### src/rtl/fifo_wr_ctrl.sv
`default_nettype none
// ============================================================================
// Module   : fifo_wr_ctrl
// Brief    : Write-side controller of the async FIFO (wr_clk domain).
//            Optional sticky overflow port: define FIFO_WR_OVERFLOW_EN.
// Revision : 1.0  initial release
// ============================================================================
module fifo_wr_ctrl #(
    parameter int ADDR_W    = 3,
    parameter int AF_THRESH = 6
) (
    input  logic              wr_clk,
    input  logic              reset,
    input  logic              wr_en,
    input  logic [ADDR_W:0]   b_rd_ptr_sync,
    output logic [ADDR_W:0]   b_wr_ptr,
    output logic [ADDR_W-1:0] wr_addr,
    output logic              mem_we,
    output logic              full,
    output logic              almost_full,
`ifdef FIFO_WR_OVERFLOW_EN
    output logic              overflow,
`endif
    output logic [ADDR_W:0]   wr_level
);

    localparam logic [ADDR_W:0] c_AF_THRESH = (ADDR_W+1)'(AF_THRESH);
    localparam logic [ADDR_W:0] c_ONE       = (ADDR_W+1)'(1);

    logic              w_accept;
    logic [ADDR_W:0]   w_wr_ptr_next;
    logic [ADDR_W:0]   w_lvl_next;
    logic              w_full_next;
    logic              w_af_next;

    assign w_accept = wr_en & ~full;
    assign mem_we   = w_accept;
    assign wr_addr  = b_wr_ptr[ADDR_W-1:0];

    // Pointer and level wrap naturally modulo 2^(ADDR_W+1).
    assign w_wr_ptr_next = w_accept ? (b_wr_ptr + c_ONE) : b_wr_ptr;
    assign w_lvl_next    = w_wr_ptr_next - b_rd_ptr_sync;
    assign w_full_next   = (w_wr_ptr_next[ADDR_W] != b_rd_ptr_sync[ADDR_W]) &&
                           (w_wr_ptr_next[ADDR_W-1:0] == b_rd_ptr_sync[ADDR_W-1:0]);
    assign w_af_next     = (w_lvl_next >= c_AF_THRESH);

    always_ff @(posedge wr_clk or posedge reset) begin
        if (reset) begin
            b_wr_ptr    <= '0;
            full        <= 1'b0;
            almost_full <= 1'b0;
            wr_level    <= '0;
        end else begin
            b_wr_ptr    <= w_wr_ptr_next;
            full        <= w_full_next;
            almost_full <= w_af_next;
            wr_level    <= w_lvl_next;
        end
    end

`ifdef FIFO_WR_OVERFLOW_EN
    // Sticky: any write attempted while full is remembered until reset.
    always_ff @(posedge wr_clk or posedge reset) begin
        if (reset) begin
            overflow <= 1'b0;
        end else if (wr_en && full) begin
            overflow <= 1'b1;
        end
    end
`endif

endmodule
`default_nettype wire

### config.mk
export PLATFORM = sky130hd
export DESIGN_NAME = fifo_wr_ctrl
export DESIGN_NICKNAME = d
export VERILOG_FILES = /design/src/rtl/fifo_wr_ctrl.sv
export SDC_FILE = /design/constraint.sdc
export NUM_CORES = 1
export LEC_CHECK = 0
export CORE_UTILIZATION = 41
export DETAILED_ROUTE_END_ITERATION = 12
export GPL_TIMING_DRIVEN = 1
export PLACE_DENSITY = 0.73
export SYNTH_ARGS = -nofsm -noshare
export SYNTH_HDL_FRONTEND = slang
export SYNTH_SLANG_ARGS = --single-unit
### constraint.sdc
create_clock -name wr_clk -period 3.1 [get_ports wr_clk]
set_input_delay 0.465 -clock wr_clk [delete_from_list [all_inputs] [get_ports wr_clk]]
set_output_delay 0.465 -clock wr_clk [all_outputs]
set_load 0.1 [all_outputs]
==> flow_metrics.py <==
metrics = {
    "synth": {
        "synth_nets": 58,
        "synth-seq-cells": 10,
        "synth_edf_count": 0,
        "yosysSeqAreaShare": 0.463,
        "synth.distinct_cells": 17,
        "synth_area_leaders": "dfrtp_1 46%, xnor2_1 9.7%, ha_1 9.3%, inv_1 4.9%, buf_4 4.2%",
        "syn_area_um2": 541,
        "yosys_most_used_dff": "dfrtp_1",
        "yosysWarnings": 0,
        "netlist_instances": 46,
        "async_flop_share": 1.00,
        "syn_area_per_cell_um2": 11.8,
        "synth_top_area_share": 0.463,
        "yosysTopAreaCell": "dfrtp_1",
    },
    "route": {
        "first_iter_violations": 3,
        "via_per_inst": 4.47,
        "drc": 0,
        "first_pass_iters": 2,
        "wl_per_cell_um": 11.3,
        "route.antenna.remaining_nets": 0,
        "vias": 362,
        "drt-total-wl_um": 915,
    },
    "critical_path": {
        "worst-path-max-fanout": 3,
        "worstSetupEndpointType": "register",
        "reg2reg_slack_ps": 700,
        "critical_path_class": "primary input to register",
        "worstPathRequired_ps": 3260,
        "critPathLaunchType": "primary input",
        "crit_arrival_ps": 2790,
    },
    "sta": {
        "clock_skew_ps": 1.62,
        "finalHoldViolations": 0,
        "fin_crit_ps": 2630,
        "holdWs_ps": 473,
        "slew_headroom": 0.756,
        "final_max_slew_viol_count": 0,
        "setup_viol": 0,
        "worst_slew_pin_slew_ps": 365,
        "rsz0062_at_grt": "no",
        "max_freq_mhz": 380,
        "period_share": 0.849,
        "finalSetupTns_ps": 0,
    },
    "outcome": {
        "status": "completed",
    },
    "cells_and_area": {
        "fill_cells": 104,
        "fin_cells": 81,
        "fin_util": 0.631,
        "area_growth_pct": 36.8,
        "nets": 80,
        "drive_above_1_share": 0.343,
        "n_antenna_cell": 0,
    },
    "floorplan": {
        "chipWidth_um": 38.3,
        "start_util": 0.462,
        "core_area_um2": 1170,
        "io_pins": 21,
        "num_rows": 12,
        "dieArea_um2": 1470,
        "die_height_um": 38.3,
    },
    "cts": {
        "cts_tree": "built",
        "clkLatencyLatePin_ps": 270,
        "hold_buffers": 0,
        "cts_resized": 0,
        "clk_pin_slew_ps": 70,
        "cts-htree-levels": 1,
        "clk_path_buf_depth": 2,
        "cts_made_buffers": 3,
        "cts_root_buf": "clkbuf_4",
        "post_cts_buffers": 0,
        "cts.sinks": 10,
    },
    "global_route": {
        "grt_usage": 0.169,
        "grt_max_degree": 11,
        "grt_pass1_wl_um": 1540,
        "grt_pass1_vias": 361,
        "grt_remaining_overflow": 0,
        "antenna_found_initial": 0,
    },
    "run": {
        "drv_cap": 0,
    },
    "place": {
        "portBuffers": 20,
        "dp_cells": 77,
        "place_hpwl_um": 755,
        "place.gp.congestion": 0.643,
    },
    "min_path": {
        "min_path_type": "primary input to asynchronous set/reset pin",
    },
}
-- through the flow --
step | instance area (um^2) | setup WS (ps)
global route | 739 | 301
global placement | 703 | 206
CTS | 739 | 466
finish | 739 | 468
detailed placement | 703 | 186
floorplan | 543 | 119
-- Yosys cell counts (2+ instances only) --
master	count
xnor2_1	6
dfrtp_1	10
nor2_1	2
nor2b_1	2
inv_1	7
mux2_2	2
buf_4	3
nand2_1	2
ha_1	4
-- logic make-up after synthesis --
kind of cell / Yosys count / synth area share
buffers and inverters: 11 / 0.0995
DFF: 10 / 0.463
and+or+nand+nor: 9 / 0.116
xor gates and xnor gates: 7 / 0.127
adders and majority gates: 5 / 0.130
AOI/OAI and AO/OA: 2 / 0.0231
muxes: 2 / 0.0417
-- worst paths after layout --
kind | to | start | cells after the start
hold reg to reg | b_wr_ptr[3] | b_wr_ptr[3] | 1
max in group asynchronous | wr_level[2] | reset | 2
setup / recovery | almost_full | wr_en | 8
setup reg to reg | almost_full | b_wr_ptr[0] | 7
hold / removal | b_wr_ptr[2] | reset | 2
min in group wr_clk | b_wr_ptr[3] | b_wr_ptr[3] | 1
-- cells in the final DEF (no fill, tap or decap), types with 2 or more instances in the layout --
master	synthesis	routed
clkdlybuf4s50_1	0	6
nor2_1	2	2
mux2_2	2	2
dfrtp_1	10	10
clkbuf_4	0	3
inv_1	7	7
xnor2_1	6	6
nor2b_1	2	2
buf_4	3	15
nand2_1	2	2
ha_1	4	4
-- worst max-delay path, cell delays in order --
cell and delay (ps):
clkdlybuf4s50_1 450, nor2b_1 250, mux2_2 400, ha_1 290
nor2b_1 130, o21a_1 190, or3b_1 350, mux2_2 260
-- cell type report --
class | instances | area (um^2) | area share
clock buffers | 4 | 36.3 | 0.0491
inverters | 7 | 26.3 | 0.0355
multi-input cells | 25 | 236 | 0.320
repair buffers | 21 | 173 | 0.234
well taps | 14 | 17.5 | 0.0237
flip-flops and latches | 10 | 250 | 0.338
-- state kept, by name, indices dropped and copies added, names as in the netlist --
| name | flops |
|---|---|
| b_wr_ptr | 4 |
| wr_level | 4 |
| almost_full | 1 |
| full | 1 |
-- per-layer routing --
layer  track usage  routed length (um)  vias up
met3        0.0698                  52        2
met4         0.107                  15        0
met5             0                   0        -
li1              -                   -      182
met1         0.185                 377      165
met2         0.267                 469       13
Power is left out: the tool's default activity adds up to more than one toggle a clock period on the data nets, which glitch-free logic cannot reach.
